<file path="src/rtl/maxpool_stream_pkg.sv">
// Shared types and helpers for the 2x2 stride-2 max-pooling stream block.
// Latency: n/a (declarations only).
// Backpressure: n/a.
package maxpool_stream_pkg;

  // Width used when comparing one channel; channels are sign-extended into it.
  localparam int SMAX_W = 64;

  // Horizontal pairing FSM: waiting for a left pixel, or holding one.
  typedef enum logic {
    H_EMPTY = 1'b0,
    H_HOLD  = 1'b1
  } hstate_e;

  // Ceiling log2; bounded loop so it elaborates as a constant function.
  function automatic int log2c(input int n);
    int r;
    r = 0;
    for (int i = 0; i < 31; i++) begin
      if ((1 << i) < n) r = i + 1;
    end
    return r;
  endfunction

  // Signed maximum of one channel value.
  function automatic logic signed [SMAX_W-1:0] smax(input logic signed [SMAX_W-1:0] a,
                                                    input logic signed [SMAX_W-1:0] b);
    return (a > b) ? a : b;
  endfunction

endpackage

</file>
<file path="src/rtl/maxpool_stream_if.sv">
// Pixel stream bundle into and out of the pooling block.
// Latency: n/a (wires only).
// Backpressure: none; in_enable and out_enable are plain qualifiers.
interface maxpool_stream_if
  import maxpool_stream_pkg::*;
#(
  parameter int WIDTH      = 4,
  parameter int HEIGHT     = 4,
  parameter int FIXED_BITW = 8,
  parameter int UNITS      = 2
);
  localparam int PIXW = FIXED_BITW * UNITS;
  localparam int VW   = log2c(HEIGHT);
  localparam int HW   = log2c(WIDTH);

  logic            in_enable;
  logic [PIXW-1:0] in_pixels;
  logic [VW-1:0]   in_vcnt;
  logic [HW-1:0]   in_hcnt;

  logic            out_enable;
  logic [PIXW-1:0] out_pixels;
  logic [VW-1:0]   out_vcnt;
  logic [HW-1:0]   out_hcnt;

  // Upstream side: produces input pixels, observes pooled results.
  modport master (
    output in_enable, in_pixels, in_vcnt, in_hcnt,
    input  out_enable, out_pixels, out_vcnt, out_hcnt
  );

  // Pooling block side.
  modport slave (
    input  in_enable, in_pixels, in_vcnt, in_hcnt,
    output out_enable, out_pixels, out_vcnt, out_hcnt
  );

endinterface

</file>
<file path="src/rtl/maxpool_line_buffer.sv">
// Simple dual-port RAM holding one even row of horizontal pair maxima.
// Latency: 1 cycle registered read; write visible on the next read.
// Backpressure: none; one write and one read port, each usable every cycle.
module maxpool_line_buffer #(
  parameter int DEPTH = 2,
  parameter int DW    = 16,
  parameter int AW    = 1
) (
  input  logic          clk_i,
  input  logic          wr_en_i,
  input  logic [AW-1:0] wr_addr_i,
  input  logic [DW-1:0] wr_dat_i,
  input  logic          rd_en_i,
  input  logic [AW-1:0] rd_addr_i,
  output logic [DW-1:0] rd_dat_o
);

  logic [DW-1:0] mem_q [DEPTH];
  logic [DW-1:0] rd_dat_q;

  // Storage and read register; contents are deliberately not reset.
  always_ff @(posedge clk_i) begin
    if (wr_en_i) mem_q[wr_addr_i] <= wr_dat_i;
    if (rd_en_i) rd_dat_q <= mem_q[rd_addr_i];
  end

  assign rd_dat_o = rd_dat_q;

endmodule

</file>
<file path="src/rtl/maxpool_stream.sv">
// 2x2 stride-2 signed max pooling over a raster pixel stream, tagged with pooled coordinates.
// Latency: out_enable pulses 2 edges after the edge sampling the window's last (odd row, odd column) pixel.
// Backpressure: none; accepts a pixel every cycle, out_enable is a one-cycle pulse.
module maxpool_stream
  import maxpool_stream_pkg::*;
#(
  parameter int WIDTH      = 4,
  parameter int HEIGHT     = 4,
  parameter int FIXED_BITW = 8,
  parameter int UNITS      = 2
) (
  input logic             clock,
  input logic             n_rst,
  maxpool_stream_if.slave pool_if
);

  localparam int PIXW  = FIXED_BITW * UNITS;
  localparam int VW    = log2c(HEIGHT);
  localparam int HW    = log2c(WIDTH);
  localparam int DEPTH = WIDTH / 2;
  localparam int AW    = (log2c(DEPTH) > 0) ? log2c(DEPTH) : 1;

  // Per-channel signed max of two packed pixels.
  function automatic logic [PIXW-1:0] pix_max(input logic [PIXW-1:0] a,
                                              input logic [PIXW-1:0] b);
    logic [PIXW-1:0]          r;
    logic signed [SMAX_W-1:0] m;
    r = '0;
    for (int c = 0; c < UNITS; c++) begin
      m = smax(SMAX_W'(signed'(a[c*FIXED_BITW +: FIXED_BITW])),
               SMAX_W'(signed'(b[c*FIXED_BITW +: FIXED_BITW])));
      r[c*FIXED_BITW +: FIXED_BITW] = m[FIXED_BITW-1:0];
    end
    return r;
  endfunction

  // Horizontal pairing state.
  hstate_e         state_q, state_d;
  logic [PIXW-1:0] left_q, left_d;
  logic [VW-1:0]   lv_q, lv_d;
  logic [HW-1:0]   lh_q, lh_d;
  logic            pair_fire;

  // Completed pair, waiting for its max and line-buffer access.
  logic            p_vld_q;
  logic            p_odd_q;
  logic [PIXW-1:0] p_left_q;
  logic [PIXW-1:0] p_right_q;
  logic [AW-1:0]   p_addr_q;
  logic [VW-1:0]   p_vcnt_q;
  logic [HW-1:0]   p_hcnt_q;

  // Pair max plus buffer read result, waiting for the vertical max.
  logic            s1_hit_q;
  logic [PIXW-1:0] s1_hmax_q;
  logic [VW-1:0]   s1_vcnt_q;
  logic [HW-1:0]   s1_hcnt_q;

  // One valid bit per buffer column; lives here so reset can clear it.
  logic [DEPTH-1:0] valid_q;

  logic            out_enable_q;
  logic [PIXW-1:0] out_pixels_q;
  logic [VW-1:0]   out_vcnt_q;
  logic [HW-1:0]   out_hcnt_q;

  logic [PIXW-1:0] hmax;
  logic            wr_en;
  logic            rd_en;
  logic [PIXW-1:0] rd_dat;

  // Pairing FSM next state: match even column with the following odd column of the same row.
  always_comb begin
    state_d   = state_q;
    left_d    = left_q;
    lv_d      = lv_q;
    lh_d      = lh_q;
    pair_fire = 1'b0;
    if (pool_if.in_enable) begin
      unique case (state_q)
        H_EMPTY: begin
          if (!pool_if.in_hcnt[0]) begin
            left_d  = pool_if.in_pixels;
            lv_d    = pool_if.in_vcnt;
            lh_d    = pool_if.in_hcnt;
            state_d = H_HOLD;
          end
        end
        H_HOLD: begin
          if (pool_if.in_hcnt[0] && pool_if.in_vcnt == lv_q &&
              pool_if.in_hcnt == lh_q + HW'(1)) begin
            pair_fire = 1'b1;
            state_d   = H_EMPTY;
          end else if (!pool_if.in_hcnt[0]) begin
            // A fresh even column supersedes the stale left pixel.
            left_d = pool_if.in_pixels;
            lv_d   = pool_if.in_vcnt;
            lh_d   = pool_if.in_hcnt;
          end else begin
            state_d = H_EMPTY;
          end
        end
        default: state_d = H_EMPTY;
      endcase
    end
  end

  // Pairing FSM registers.
  always_ff @(posedge clock) begin
    if (!n_rst) begin
      state_q <= H_EMPTY;
      left_q  <= '0;
      lv_q    <= '0;
      lh_q    <= '0;
    end else begin
      state_q <= state_d;
      left_q  <= left_d;
      lv_q    <= lv_d;
      lh_q    <= lh_d;
    end
  end

  // Capture the completed pair together with its pooled coordinates.
  always_ff @(posedge clock) begin
    if (!n_rst) begin
      p_vld_q   <= 1'b0;
      p_odd_q   <= 1'b0;
      p_left_q  <= '0;
      p_right_q <= '0;
      p_addr_q  <= '0;
      p_vcnt_q  <= '0;
      p_hcnt_q  <= '0;
    end else begin
      p_vld_q <= pair_fire;
      if (pair_fire) begin
        p_odd_q   <= pool_if.in_vcnt[0];
        p_left_q  <= left_q;
        p_right_q <= pool_if.in_pixels;
        p_addr_q  <= AW'(pool_if.in_hcnt >> 1);
        p_vcnt_q  <= pool_if.in_vcnt >> 1;
        p_hcnt_q  <= pool_if.in_hcnt >> 1;
      end
    end
  end

  assign hmax  = pix_max(p_left_q, p_right_q);
  assign wr_en = p_vld_q && !p_odd_q;
  assign rd_en = p_vld_q && p_odd_q;

  maxpool_line_buffer #(
    .DEPTH (DEPTH),
    .DW    (PIXW),
    .AW    (AW)
  ) u_line_buffer (
    .clk_i     (clock),
    .wr_en_i   (wr_en),
    .wr_addr_i (p_addr_q),
    .wr_dat_i  (hmax),
    .rd_en_i   (rd_en),
    .rd_addr_i (p_addr_q),
    .rd_dat_o  (rd_dat)
  );

  // Even rows park their pair max; odd rows consume it only if the even row arrived.
  always_ff @(posedge clock) begin
    if (!n_rst) begin
      valid_q   <= '0;
      s1_hit_q  <= 1'b0;
      s1_hmax_q <= '0;
      s1_vcnt_q <= '0;
      s1_hcnt_q <= '0;
    end else begin
      s1_hit_q <= rd_en && valid_q[p_addr_q];
      if (wr_en) valid_q[p_addr_q] <= 1'b1;
      if (rd_en) valid_q[p_addr_q] <= 1'b0;
      if (p_vld_q) begin
        s1_hmax_q <= hmax;
        s1_vcnt_q <= p_vcnt_q;
        s1_hcnt_q <= p_hcnt_q;
      end
    end
  end

  // Vertical max into the output registers, which hold between pulses.
  always_ff @(posedge clock) begin
    if (!n_rst) begin
      out_enable_q <= 1'b0;
      out_pixels_q <= '0;
      out_vcnt_q   <= '0;
      out_hcnt_q   <= '0;
    end else begin
      out_enable_q <= s1_hit_q;
      if (s1_hit_q) begin
        out_pixels_q <= pix_max(rd_dat, s1_hmax_q);
        out_vcnt_q   <= s1_vcnt_q;
        out_hcnt_q   <= s1_hcnt_q;
      end
    end
  end

  assign pool_if.out_enable = out_enable_q;
  assign pool_if.out_pixels = out_pixels_q;
  assign pool_if.out_vcnt   = out_vcnt_q;
  assign pool_if.out_hcnt   = out_hcnt_q;

endmodule

</file>
<file path="src/flat_wrapper.sv">
// flat-port wrapper written by rule: the top's interface ports become plain ports
module maxpool_stream_flat import maxpool_stream_pkg::*;
#(
  parameter int WIDTH      = 4,
  parameter int HEIGHT     = 4,
  parameter int FIXED_BITW = 8,
  parameter int UNITS      = 2
)
  (clock, n_rst, pool_if_in_enable, pool_if_in_pixels, pool_if_in_vcnt, pool_if_in_hcnt, pool_if_out_enable, pool_if_out_pixels, pool_if_out_vcnt, pool_if_out_hcnt);
  maxpool_stream_if #(.WIDTH(WIDTH), .HEIGHT(HEIGHT), .FIXED_BITW(FIXED_BITW), .UNITS(UNITS)) pool_if_i ();
  input logic clock;
  input logic n_rst;
  input wire logic [$bits(pool_if_i.in_enable)-1:0] pool_if_in_enable;
  input wire logic [$bits(pool_if_i.in_pixels)-1:0] pool_if_in_pixels;
  input wire logic [$bits(pool_if_i.in_vcnt)-1:0] pool_if_in_vcnt;
  input wire logic [$bits(pool_if_i.in_hcnt)-1:0] pool_if_in_hcnt;
  output wire logic [$bits(pool_if_i.out_enable)-1:0] pool_if_out_enable;
  output wire logic [$bits(pool_if_i.out_pixels)-1:0] pool_if_out_pixels;
  output wire logic [$bits(pool_if_i.out_vcnt)-1:0] pool_if_out_vcnt;
  output wire logic [$bits(pool_if_i.out_hcnt)-1:0] pool_if_out_hcnt;
  assign pool_if_i.in_enable = pool_if_in_enable;
  assign pool_if_i.in_pixels = pool_if_in_pixels;
  assign pool_if_i.in_vcnt = pool_if_in_vcnt;
  assign pool_if_i.in_hcnt = pool_if_in_hcnt;
  assign pool_if_out_enable = pool_if_i.out_enable;
  assign pool_if_out_pixels = pool_if_i.out_pixels;
  assign pool_if_out_vcnt = pool_if_i.out_vcnt;
  assign pool_if_out_hcnt = pool_if_i.out_hcnt;
  maxpool_stream #(.WIDTH(WIDTH), .HEIGHT(HEIGHT), .FIXED_BITW(FIXED_BITW), .UNITS(UNITS)) u_core (.clock(clock), .n_rst(n_rst), .pool_if(pool_if_i));
endmodule
</file>
<file path="config.mk">
export PLATFORM = sky130hd
export DESIGN_NAME = maxpool_stream_flat
export DESIGN_NICKNAME = d
export VERILOG_FILES = /design/src/rtl/maxpool_stream_pkg.sv /design/src/rtl/maxpool_stream_if.sv /design/src/rtl/maxpool_line_buffer.sv /design/src/rtl/maxpool_stream.sv /design/src/flat_wrapper.sv
export SDC_FILE = /design/constraint.sdc
export NUM_CORES = 1
export LEC_CHECK = 0
export CAP_MARGIN = 10
export CELL_PAD_IN_SITES_DETAIL_PLACEMENT = 1
export CELL_PAD_IN_SITES_GLOBAL_PLACEMENT = 2
export CORE_MARGIN = 8
export CORE_UTILIZATION = 30
export DETAILED_ROUTE_END_ITERATION = 7
export HOLD_SLACK_MARGIN = 0.15
export PLACE_DENSITY_LB_ADDON = 0.1
export RECOVER_POWER = 100
export SYNTH_ARGS = -nofsm -noshare
export SYNTH_HDL_FRONTEND = slang
export SYNTH_SLANG_ARGS = --single-unit
</file>
<file path="constraint.sdc">
create_clock -name clock -period 2.1 [get_ports clock]
set_clock_uncertainty 0.1 [all_clocks]
set_input_delay 0.42 -clock clock [delete_from_list [all_inputs] [get_ports clock]]
set_output_delay 0.42 -clock clock [all_outputs]
set_load 0.02 [all_outputs]
</file>
==> summary.txt <==
Run status - finished clean
Pin count of the biggest net entering global routing - 40
CP peak stage delay - 390 ps
Max stage delay cell, worst path - a311o_2
Met2 Usage GRT - 17.6%
Number of antenna violations at the first check in global routing - 0
Clock root cell - clkbuf_16
Nets - 757
1st-iter DRT viols - 249
Arr. time, crit path - 2100 ps
Routing usage on met3 - 2.82%
Number of register bits inferred by synthesis - 144
Placeable Area - 21800 um2
Worst IR drop on VDD - 0.000554 V
Layout Area Growth over Synthesis - 24.4%
Share of the yosys chip area belonging to registers - 50.9%
Vias post-DR - 4680
Reported max-cap violation count - 0
DRC Markers - 0
CTS tree - done
# port buffers - 41
DRT Pass-1 Iters - 4
Static Leakage - 3.03 nW
Class of the worst hold path - reg2reg
Last weighted congestion value of the routability-driven placer - 0.730
Total global routing track utilization - 12.2%
Die Y-Extent - 164 um
Proportion of register bits with asynchronous set or reset after synthesis - 0%
Average footprint of a synthesized cell - 10.8 um2
Most used flip-flop cell after synthesis - dfxtp_1
Data required time of the worst path - 2160 ps
Worst hold margin - 364 ps
Total wire length - 15700 um
Summed instance area of the synthesized netlist - 6610 um2
Unrepaired setup endpoints after global routing - yes
Cell Rows - 54
Maximum count of clock buffers along a single path - 2
Post-route antenna net violation count - 0
Power Total - 5.91 mW
Width of the die - 164 um
Final setup violating endpoints - 0
Die ar. - 27000 um2
Total clock buffers created by CTS - 17
Category of the worst setup path capture point - flop
Highest attainable clock frequency - 491 MHz
Transition time at the pin with the least slew margin - 1000 ps
Num ports - 44
Global-route wire length before repair - 26100 um
Effective utilization at floorplan - 30.4%
Routing usage on met1 - 17.3%
Final worst-path cycle share - 96.9%
Worst-path fanout max - 8
Total power density per cell area - 719 nW/um2
Clk sinks - 144
Final core utilization - 37.8%
Ordered list of cells on the worst path - inv_1 -> ha_1 -> and4_4 -> nor2b_4 -> a311o_2 -> nand3_1 -> nand2_1
Cell family with the largest share of critical-path delay - simple AND/OR/NAND/NOR gates
Via/cell ratio - 4.70
Clk Latency, worst-skew pair - 420 ps
EDFF count, synth - 48
Startpoint types - flop
Fraction of layout cells with a size suffix above 1 - 19.2%
Post-synthesis instance total - 612
Clock transition at the register clock pins on the worst setup and hold paths after CTS - 60 ps
Number of buffers and inverters on the critical path - 1
Max Slew Vio Count - 0
Placed wire-length estimate - 11700 um
Grt total ovfl - 0
Min Tclk post-route - 2040 ps
Slew HR - 33.3%
Hold violation total from the final report - 0
Crit Path Class - reg2reg
Antenna diode count - 0
H-tree level count - 4
FILL cells - 2438
Number of distinct library cells after synthesis - 40
Number of warnings issued by yosys - 0
Peak-usage layer in the global routing report - met2
Average wire length per cell after detail routing - 15.7 um
Number of global-route vias before repair - 4946
-- worst min-delay path, cell delays in order (launching register included) --
cell and delay [ps]:
dfxtp_1 300, nand2_1 50, a21boi_0 60
-- synth_stat cells, types with 4 or more instances --
cell	instances	share of area, %
o211ai_1	4	0.45
o21ai_1	19	1.4
a311o_2	4	0.68
mux2_2	17	2.9
ha_1	32	6.1
nand3_1	33	2.5
a21o_1	4	0.45
inv_1	32	1.8
and4_4	4	0.68
clkbuf_1	19	1.1
edfxtp_1	48	22
a31oi_1	32	3.0
nor2b_1	49	4.6
o21ai_0	45	3.4
a21boi_0	20	2.3
a311oi_4	4	1.6
mux2i_1	38	5.8
a211o_1	4	0.53
a21oi_1	6	0.45
nand2_1	60	3.4
nor2_1	6	0.34
dfxtp_1	96	29
-- sequential cells by signal, summed over array words and instances, names as in the netlist, 2 cells and up, named ones only --
| signal | cells |
|---|---|
| u_core.s1_hmax_q | 16 |
| u_core.left_q | 16 |
| u_core.pool_if.out_pixels | 16 |
| u_core.p_right_q | 16 |
| u_core.u_line_buffer.rd_dat_o | 16 |
| u_core.u_line_buffer.mem_q | 32 |
| u_core.p_left_q | 16 |
| u_core.lv_q | 2 |
-- logic make-up (layout without fill, tap and decap cells) --
group	Yosys count	in the layout	share of synthesized area (%)
and+or+nand+nor	168	168	13.8
AOI/OAI and AO/OA	147	147	15.6
DFF	144	144	50.9
buffers and inverters	62	164	4.54
muxes	55	55	8.65
adders and majority gates	32	32	6.06
xor gates and xnor gates	3	3	0.398
other	1	2	0.0567
-- stage by stage --
stage,TNS (ps),worst slack [ps],cell area (um2),cells
after floorplan,0,135,6610,613
after global placement,-2900,-106,7660,961
after detailed placement,-3990,-145,7660,961
after CTS,0,9.63,8200,993
after global routing,-189,-26.1,8220,995
final,0,64.1,8220,995
-- layout by cell type (no fill, tap or decap), types with 3 or more instances in the layout --
cell	n
dfxtp_1	96
nand2_1	60
buf_4	50
nor2b_1	49
edfxtp_1	48
mux2i_1	38
o21ai_0	35
inv_1	32
a31oi_1	32
o21ai_1	29
ha_1	29
nand3_1	28
clkdlybuf4s50_1	21
a21boi_0	20
dlygate4sd3_1	19
clkbuf_16	17
mux2_2	16
clkbuf_2	7
a21oi_1	6
nor2_1	6
nand3_2	5
o211ai_1	4
and4_4	4
a21o_1	4
a311o_2	4
a311oi_4	4
clkinv_2	4
inv_6	4
nand4_2	3
a211o_2	3
nor2b_4	3
a211oi_4	3
nand2b_1	3
xor2_1	3
clkinv_1	3
-- where the power goes --
group / leakage, nW / switching (mW) / internal, mW / total (mW)
clock network: 0.264 / 1.19 / 1.62 / 2.81
registers: 1.26 / 0.0122 / 2.88 / 2.89
logic: 1.51 / 0.0989 / 0.0983 / 0.197
total: 3.03 / 1.30 / 4.60 / 5.91
-- what timing repair did --
item	in CTS	in global routing
setup buffers	0	2
endpoints found under the hold margin	0	0
hold buffers	0	0
setup endpoints to repair	2	54
gates cloned	0	0
pin swaps	1	11
resized for setup	0	23
-- worst paths after layout --
kind / startpoint / endpoint / slack [ps] / cells past startpoint
worst max-delay path: u_core.p_right_q[3] / u_core.u_line_buffer.mem_q[0][7] / 60 / 7
worst min-delay path: u_core.left_q[6] / u_core.left_q[6] / 360 / 2
worst max register to register: u_core.p_right_q[3] / u_core.u_line_buffer.mem_q[0][7] / 60 / 7
worst min register to register: u_core.left_q[6] / u_core.left_q[6] / 360 / 2
-- layer usage --
metal | vias to the layer above | routed length (um)
met5 | - | 0
li1 | 2383 | -
met2 | 65 | 6360
met3 | 13 | 551
met4 | 0 | 191
met1 | 2219 | 8550
-- final cells by class --
type	instances	area, um2	area share (%)
clock buffers	18	429	5.22
clock inverters	14	111	1.35
inverters	32	120	1.46
multi-input cells	407	3000	36.5
flip-flops and latches	144	3360	40.9
well taps	280	350	4.26
repair buffers	100	846	10.3
(Power assumes the default switching activity.)
